File: src/rtl/br_tag_alloc_mw.sv
// br_tag_alloc_mw: multi-lane branch tag allocator.
// Hands out one-hot branch tags to in-order dispatch lanes and tracks the
// live-tag set. It retires tags on correct resolution and rolls the set back
// on misprediction. Clear/squash broadcasts are registered for the RS.
module br_tag_alloc_mw #(
    parameter int BR_DEPTH = 5,
    parameter int DISP_W   = 2,
    parameter int CNT_W    = 3
) (
    input  logic                         clk,
    input  logic                         rst,
    input  logic [DISP_W-1:0]            disp_req_i,
    output logic [DISP_W-1:0]            disp_gnt_o,
    output logic [DISP_W*BR_DEPTH-1:0]   disp_bit_o,
    output logic [DISP_W*BR_DEPTH-1:0]   disp_mask_o,
    input  logic                         res_valid_i,
    input  logic                         res_wrong_i,
    input  logic [BR_DEPTH-1:0]          res_bit_i,
    input  logic [BR_DEPTH-1:0]          res_mask_i,
    output logic                         clr_valid_o,
    output logic [BR_DEPTH-1:0]          clr_bit_o,
    output logic                         squash_valid_o,
    output logic [BR_DEPTH-1:0]          squash_mask_o,
    output logic [BR_DEPTH-1:0]          live_mask_o,
    output logic [CNT_W-1:0]             live_cnt_o,
    output logic                         full_o,
    output logic                         err_o
);

    logic [BR_DEPTH-1:0] live_p1;
    logic                clr_valid_p1;
    logic [BR_DEPTH-1:0] clr_bit_p1;
    logic                squash_valid_p1;
    logic [BR_DEPTH-1:0] squash_mask_p1;
    logic                err_p1;

    logic                res_onehot;
    logic                res_ok;
    logic                res_err;
    logic                res_kill;
    logic [BR_DEPTH-1:0] clr_now;
    logic [BR_DEPTH-1:0] granted_all;

    // Isolate the lowest set bit of a vector.
    function automatic logic [BR_DEPTH-1:0] lowest_bit(input logic [BR_DEPTH-1:0] v);
        logic [BR_DEPTH-1:0] r;
        logic                found;
        r     = '0;
        found = 1'b0;
        for (int i = 0; i < BR_DEPTH; i++) begin
            if (v[i] && !found) begin
                r[i]  = 1'b1;
                found = 1'b1;
            end
        end
        return r;
    endfunction

    // Classify the incoming resolution: valid, bad (ignored + flagged), kill or clear.
    always_comb begin
        res_onehot = (res_bit_i != '0) && ((res_bit_i & (res_bit_i - 1'b1)) == '0);
        res_ok     = res_valid_i && res_onehot && ((res_bit_i & live_p1) != '0);
        res_err    = res_valid_i && !res_ok;
        res_kill   = res_ok && res_wrong_i;
        clr_now    = (res_ok && !res_wrong_i) ? res_bit_i : '0;
    end

    // In-order lane grant: lowest free tag to the oldest lane, stop at the first refused requester.
    always_comb begin
        logic [BR_DEPTH-1:0] free;
        logic [BR_DEPTH-1:0] acc;
        logic [BR_DEPTH-1:0] base;
        logic [BR_DEPTH-1:0] tag;
        logic                blocked;
        free        = ~live_p1;
        acc         = '0;
        base        = live_p1 & ~clr_now;
        blocked     = 1'b0;
        disp_gnt_o  = '0;
        disp_bit_o  = '0;
        disp_mask_o = '0;
        for (int k = 0; k < DISP_W; k++) begin
            tag = '0;
            if (disp_req_i[k]) begin
                if (!blocked && !res_kill && (free != '0)) begin
                    tag           = lowest_bit(free);
                    disp_gnt_o[k] = 1'b1;
                    free          = free & ~tag;
                end else begin
                    blocked = 1'b1;
                end
            end
            disp_bit_o[k*BR_DEPTH +: BR_DEPTH]  = tag;
            disp_mask_o[k*BR_DEPTH +: BR_DEPTH] = base | acc;
            acc = acc | tag;
        end
        granted_all = acc;
    end

    // Live-tag register and registered clear/squash/error reporting.
    always_ff @(posedge clk) begin
        if (rst) begin
            live_p1         <= '0;
            clr_valid_p1    <= 1'b0;
            clr_bit_p1      <= '0;
            squash_valid_p1 <= 1'b0;
            squash_mask_p1  <= '0;
            err_p1          <= 1'b0;
        end else begin
            if (res_kill) begin
                live_p1 <= live_p1 & res_mask_i & ~res_bit_i;
            end else begin
                live_p1 <= (live_p1 & ~clr_now) | granted_all;
            end
            clr_valid_p1    <= res_ok && !res_wrong_i;
            clr_bit_p1      <= clr_now;
            squash_valid_p1 <= res_kill;
            squash_mask_p1  <= res_kill ? (live_p1 & ~(res_mask_i & ~res_bit_i)) : '0;
            err_p1          <= err_p1 | res_err;
        end
    end

    // Occupancy status derived from the live register.
    always_comb begin
        logic [CNT_W-1:0] cnt;
        cnt = '0;
        for (int i = 0; i < BR_DEPTH; i++) begin
            cnt = cnt + CNT_W'(live_p1[i]);
        end
        live_cnt_o = cnt;
        full_o     = &live_p1;
    end

    assign live_mask_o    = live_p1;
    assign clr_valid_o    = clr_valid_p1;
    assign clr_bit_o      = clr_bit_p1;
    assign squash_valid_o = squash_valid_p1;
    assign squash_mask_o  = squash_mask_p1;
    assign err_o          = err_p1;

endmodule

File: config.mk
export PLATFORM = sky130hd
export DESIGN_NAME = br_tag_alloc_mw
export DESIGN_NICKNAME = d
export VERILOG_FILES = /design/src/rtl/br_tag_alloc_mw.sv
export SDC_FILE = /design/constraint.sdc
export NUM_CORES = 1
export LEC_CHECK = 0
export BUFFER_PORTS_ARGS = -buffer_cell sky130_fd_sc_hd__buf_4
export CORE_ASPECT_RATIO = 0.6
export CORE_MARGIN = 1.5
export CORE_UTILIZATION = 25
export CTS_CLUSTER_SIZE = 20
export DETAILED_ROUTE_END_ITERATION = 7
export GPL_ROUTABILITY_DRIVEN = 0
export GPL_TIMING_DRIVEN = 0
export MAX_ROUTING_LAYER = met4
export SLEW_MARGIN = 20
export SYNTH_ARGS = -nofsm -noshare
export SYNTH_HDL_FRONTEND = slang
export SYNTH_SLANG_ARGS = --single-unit
File: constraint.sdc
create_clock -name clk -period 3 [get_ports clk]
set_input_delay 0 -clock clk [delete_from_list [all_inputs] [get_ports clk]]
set_output_delay 0 -clock clk [all_outputs]
set_load 0.01 [all_outputs]
==> results.sh, run 1 <==
export IMPL_grt_pass1_wl_um=6260
export IMPL_max_freq_ghz=0.370
export IMPL_cts_sinks=18
export IMPL_rsz0062_at_grt="no"
export IMPL_r2r_start="live_mask_o[0]"
export IMPL_rows=19
export IMPL_syn_area_per_cell_um2=7.85
export IMPL_wl_per_cell_um=14.1
export IMPL_finalCritPeriodShare_pct=90.0
export IMPL_p_per_area_mw_per_mm2=375
export IMPL_syn_to_final_growth_pct=46.8
export IMPL_fp_dieArea_mm2=0.00544
export IMPL_synth_xor_area_share_pct=0.702
export IMPL_vdd_ir_drop_max_mv=0.195
export IMPL_cts_tree="yes"
export IMPL_antennaDiodeCount=0
export IMPL_crit_arrival_ns=2.70
export IMPL_critPathCaptureType="primary output"
export IMPL_hold_class="input pin to flop"
export IMPL_synth_seq_cells=18
export IMPL_grt_pass1_vias=1232
export IMPL_drv_slew=0
export IMPL_min_delay_start="res_bit_i[3]"
export IMPL_die_width_um=94.2
export IMPL_design_area_mm2=0.00183
export IMPL_reg2reg_depth=7
export IMPL_cp_required_ns=3.00
export IMPL_grt_max_degree=11
export IMPL_synth_edf_count=0
export IMPL_htreeDepth=1
export IMPL_grt_use_total_pct=15.2
export IMPL_synth_simple_area_share_pct=28.6
export IMPL_crit_fanout=10
export IMPL_max_slew_margin_pct=51.0
export IMPL_dpl_cell_area_mm2=0.00175
export IMPL_reg2reg_slack_ns=0.56
export IMPL_remaining_drc_errors=0
export IMPL_antenna_found_initial=0
export IMPL_insertion_delay_ns=0.26
export IMPL_boundaryPins=60
export IMPL_dp_hpwl_um=3200
export IMPL_cts_buffers=3
export IMPL_drt_wl_total_um=4010
export IMPL_setup_viol=0
export IMPL_status="completed"
export IMPL_synth_compound_area_share_pct=25.5
export IMPL_synth_adder_area_share_pct=7.22
export IMPL_crit_type="flop to primary output"
export IMPL_clockRootBuffer="clkbuf_8"
export IMPL_finalCriticalPeriod_ns=2.70
export IMPL_fin_worst_skew_ns=0.00816
export IMPL_grt_overflow_total=0
export IMPL_crit_path_start="live_mask_o[0]"
export IMPL_syn_nets=181
export IMPL_ys_seq_area_share_pct=28.9
export IMPL_netlist_instances=159
export IMPL_synthArstFlopShare_pct=0
export IMPL_regArea_um2=360
export IMPL_path_clk_slew_ns=0.08
export IMPL_core_region_area_mm2=0.00468
export IMPL_fp_dieH_um=57.7
export IMPL_ys_types=46
export IMPL_setup_tns_ns=0
export IMPL_start_kind="flop"
export IMPL_final_nets=245
export IMPL_via_per_inst=4.78
export IMPL_drive_gt1_share_pct=34.2
export IMPL_muxShareOfSynthArea_pct=1.20
export IMPL_drt_iter0_drc=65
export IMPL_num_vias=1361
export IMPL_drtPass1Iterations=4
export IMPL_initial_core_util_pct=26.6
export IMPL_num_fill_cells=490
export IMPL_synth_top_family_by_area="simple AND/OR/NAND/NOR gates"
export IMPL_cap_violations=0
export IMPL_whs_path_depth=2
export IMPL_port_buffers=56
export IMPL_yosys_warnings=0
export IMPL_multi_input_area_um2=788
export IMPL_tightest_slew_ns=0.735
export IMPL_synth_ff_type="dfxtp_1"
export IMPL_hold_viol_final=0
export IMPL_cts_resized=0
export IMPL_leakagePower_uw=0.000907
export IMPL_syn_area_mm2=0.00125
export IMPL_detail_route_antenna_nets=0
export IMPL_clock_path_buffers=2
## report_power, final
| group | internal [uW] | total, uW | leakage, uW | switching [uW] |
|---|---|---|---|---|
| clock network | 117 | 205 | 0.0000288 | 88.0 |
| registers | 246 | 258 | 0.000146 | 11.5 |
| logic | 106 | 223 | 0.000732 | 117 |
## worst paths after layout
path / endpoint
setup / recovery: disp_mask_o[6]
hold / removal: clr_bit_o[3]
setup reg to reg: live_mask_o[2]
hold reg to reg: err_o
## Yosys cell counts, types with 2 or more instances
cell type	count	area, um2
nand2_1	15	56.3
fa_1	2	40.0
a31oi_1	2	12.5
inv_1	11	41.3
nand3b_1	3	22.5
clkbuf_1	3	11.3
nor2_1	12	45.0
o21ai_0	3	15.0
nand3_1	3	15.0
o31a_1	4	35.0
and3_1	7	43.8
a21oi_1	13	65.1
ha_1	4	50.1
nor2b_1	2	12.5
dfxtp_1	18	360
a211o_1	2	17.5
buf_2	7	35.0
a21boi_0	2	15.0
and2_1	5	31.3
a2111oi_0	2	17.5
nor3_1	10	50.1
nand2b_1	5	31.3
## repair_timing
| item | CTS | global route |
|---|---|---|
| hold buffers | 3 | 0 |
| setup buffers | 0 | 0 |
| endpoints found under the hold margin | 3 | 0 |
## worst max-delay path, stage by stage (launching register included)
cell	delay, ns
dfxtp_1	0.45
buf_2	0.26
a22oi_1	0.14
a211o_1	0.34
a21oi_1	0.58
a21oi_1	0.22
or2_2	0.31
buf_4	0.14
## flip-flops by register name (all words and copies together) (netlist names)
name / count
squash_valid_o: 1
squash_mask_o: 5
clr_bit_o: 5
clr_valid_o: 1
live_mask_o: 5
err_o: 1
## per-layer routing
layer	up-vias	share of wire (%)	global-route usage, %
met4	0	0	1.28
met5	-	0	-
met1	603	50	23.8
met2	70	37	19.6
li1	688	-	-
met3	0	12	4.07
## kinds of logic after synthesis
family,after synthesis
simple gates,69
compound gates,42
buf+inv,22
flops,18
fa+ha+maj,6
xor+xnor,1
mux,1
## cells in the final DEF, fill, tap and decap left out, types with 7 or more instances in the layout
master and n:
buf_4 56, dfxtp_1 18, nand2_1 15, a21oi_1 13, nor2_1 12, inv_1 11, nor3_1 10, buf_2 7
and3_1 7
## cell type report
cell class | count | area share (%)
repair buffers | 59 | 24.6
clock buffers | 4 | 3.01
multi-input cells | 119 | 43.0
plain buffers | 11 | 3.14
inverters | 11 | 2.25
flip-flops and latches | 18 | 19.7
well taps | 63 | 4.30
## per-stage QoR
stage	util [%]	hold slack [ns]	cells	setup slack (ns)	total power, uW
floorplan	-	0.0954	159	0.801	387
global placement	37.3	0.206	278	0.617	483
detailed placement	37.3	0.210	278	0.583	483
CTS	39.1	0.0163	285	0.308	697
global route	39.1	0.0309	285	0.105	724
finish	39.1	0.0210	285	0.300	686
Power figures use the tool's default switching activity.
==> run 2: changes to the inputs <==
--- a/config.mk
+++ b/config.mk
@@ -5,7 +5,7 @@
 export SDC_FILE = /design/constraint.sdc
 export NUM_CORES = 1
 export LEC_CHECK = 0
-export BUFFER_PORTS_ARGS = -buffer_cell sky130_fd_sc_hd__buf_4
+export BUFFER_PORTS_ARGS = -buffer_cell sky130_fd_sc_hd__buf_2
 export CORE_ASPECT_RATIO = 0.6
 export CORE_MARGIN = 1.5
 export CORE_UTILIZATION = 25
==> results.sh, run 2 (synthesis gave the netlist of run 1 again) <==
export IMPL_p_per_area_mw_per_mm2=391
export IMPL_drive_gt1_share_pct=34.4
export IMPL_setup_viol=0
export IMPL_fp_dieH_um=57.7
export IMPL_grt_overflow_total=0
export IMPL_tightest_slew_ns=0.700
export IMPL_leakagePower_uw=0.000887
export IMPL_comb_power_share_pct=30.0
export IMPL_switching_power_uw=212
export IMPL_whs_path_depth=3
export IMPL_cp_required_ns=3.00
export IMPL_num_fill_cells=502
export IMPL_grt_use_total_pct=14.8
export IMPL_clockRootBuffer="clkbuf_8"
export IMPL_crit_arrival_ns=2.64
export IMPL_path_clk_slew_ns=0.08
export IMPL_regArea_um2=360
export IMPL_p_sw_share_pct=32.3
export IMPL_boundaryPins=60
export IMPL_drv_slew=0
export IMPL_grt_pass1_wl_um=6080
export IMPL_crit_fanout=10
export IMPL_drtPass1Iterations=4
export IMPL_wl_per_cell_um=13.8
export IMPL_antennaDiodeCount=0
export IMPL_reg2reg_depth=7
export IMPL_rsz0062_at_grt="no"
export IMPL_die_width_um=94.2
export IMPL_cap_violations=0
export IMPL_drt_wl_total_um=3910
export IMPL_via_per_inst=4.81
export IMPL_initial_core_util_pct=26.6
export IMPL_final_nets=244
export IMPL_critPathCaptureType="primary output"
export IMPL_syn_to_final_growth_pct=34.8
export IMPL_multi_input_area_um2=788
export IMPL_fin_worst_skew_ns=0.0129
export IMPL_finalCritPeriodShare_pct=88.0
export IMPL_drt_iter0_drc=116
export IMPL_power_frac_seq_pct=39.3
export IMPL_start_kind="flop"
export IMPL_antenna_found_initial=0
export IMPL_detail_route_antenna_nets=0
export IMPL_fp_dieArea_mm2=0.00544
export IMPL_core_region_area_mm2=0.00468
export IMPL_hold_viol_final=0
export IMPL_vdd_ir_drop_max_mv=0.194
export IMPL_max_freq_ghz=0.379
export IMPL_grt_pass1_vias=1199
export IMPL_status="completed"
export IMPL_cts_buffers=3
export IMPL_layout_commonest_cell="buf_2"
export IMPL_max_slew_margin_pct=53.4
export IMPL_finalCriticalPeriod_ns=2.64
export IMPL_cts_sinks=18
export IMPL_hold_class="input pin to flop"
export IMPL_htreeDepth=1
export IMPL_cts_setup_buffers=0
export IMPL_port_buffers=56
export IMPL_dp_hpwl_um=3130
export IMPL_rows=19
export IMPL_cts_tree="yes"
export IMPL_most_common_layout_cells="buf_2 (63), dfxtp_1 (18), nand2_1 (15)"
export IMPL_clock_path_buffers=2
export IMPL_r2r_start="live_mask_o[0]"
export IMPL_remaining_drc_errors=0
export IMPL_p_int_uw=445
export IMPL_reg2reg_slack_ns=0.60
export IMPL_finish_utilization_pct=35.9
export IMPL_crit_type="flop to primary output"
export IMPL_num_vias=1366
export IMPL_p_clk_share_pct=30.7
export IMPL_grt_max_degree=11
export IMPL_setup_tns_ns=0
export IMPL_insertion_delay_ns=0.26
export IMPL_min_delay_start="res_valid_i"
export IMPL_cts_resized=0
export IMPL_finalPower_uw=657
export IMPL_holdPathEnd="err_o"
export IMPL_r2r_end="live_mask_o[2]"
run 2: cell types whose count changed in the layout (fill, tap and decap cells not counted), sizes merged:
cell         delta
dlygate4sd3     -1
run 2: final cells by class:
type	count	share of cell area, %
tap	63	4.69
inverter	11	2.46
clock buffer	4	3.27
buffer	11	3.42
sequential	18	21.4
multi-input combinational	119	46.9
timing repair buffer	58	17.9
run 2: per-layer routing:
layer	part of all wire [%]	up-vias	track usage (%)
met2	36	80	18.7
met5	0	-	-
met1	52	598	23.5
met4	0	0	0.640
met3	12	0	4.33
li1	-	688	-
run 2: worst max-delay path, stage by stage, from the launching register on:
cell     delay [ns]
dfxtp_1        0.44
buf_2          0.26
a22oi_1        0.13
a211o_1        0.33
a21oi_1        0.56
a21oi_1        0.22
or2_2          0.30
buf_2          0.14
run 2: power groups by stage:
stage	Sequential, uW	Combinational [uW]	Clock (uW)
6_report	258	197	202
5_1_grt	259	218	216
4_1_cts	258	198	208
3_5_place_dp	263	194	0
3_3_place_gp	263	194	0
2_1_floorplan	264	123	0
run 2: worst max path at each step:
stage	end	startpoint	slack [ns]	cells past startpoint
floorplan	live_mask_o[4]	live_mask_o[0]	0.80	7
global placement	live_mask_o[2]	live_mask_o[0]	0.64	7
detailed placement	live_mask_o[2]	live_mask_o[0]	0.64	7
CTS	disp_mask_o[6]	live_mask_o[0]	0.37	7
global route	disp_mask_o[6]	live_mask_o[0]	0.17	7
finish	disp_mask_o[6]	live_mask_o[0]	0.36	7
run 2: repair_timing:
action	CTS	global route
endpoints found under the hold margin	2	0
setup endpoints to repair	0	0
hold buffers	2	0
run 2: metrics by stage:
stage / hold slack [ns] / cell area [um2] / std cells / worst slack (ns)
final: 0.00327 / 1680 / 284 / 0.359
after floorplan: 0.0954 / 1250 / 159 / 0.801
after global placement: 0.216 / 1610 / 278 / 0.636
after global routing: 0.0289 / 1680 / 284 / 0.174
after detailed placement: 0.214 / 1610 / 278 / 0.637
after CTS: 0.000144 / 1680 / 284 / 0.368
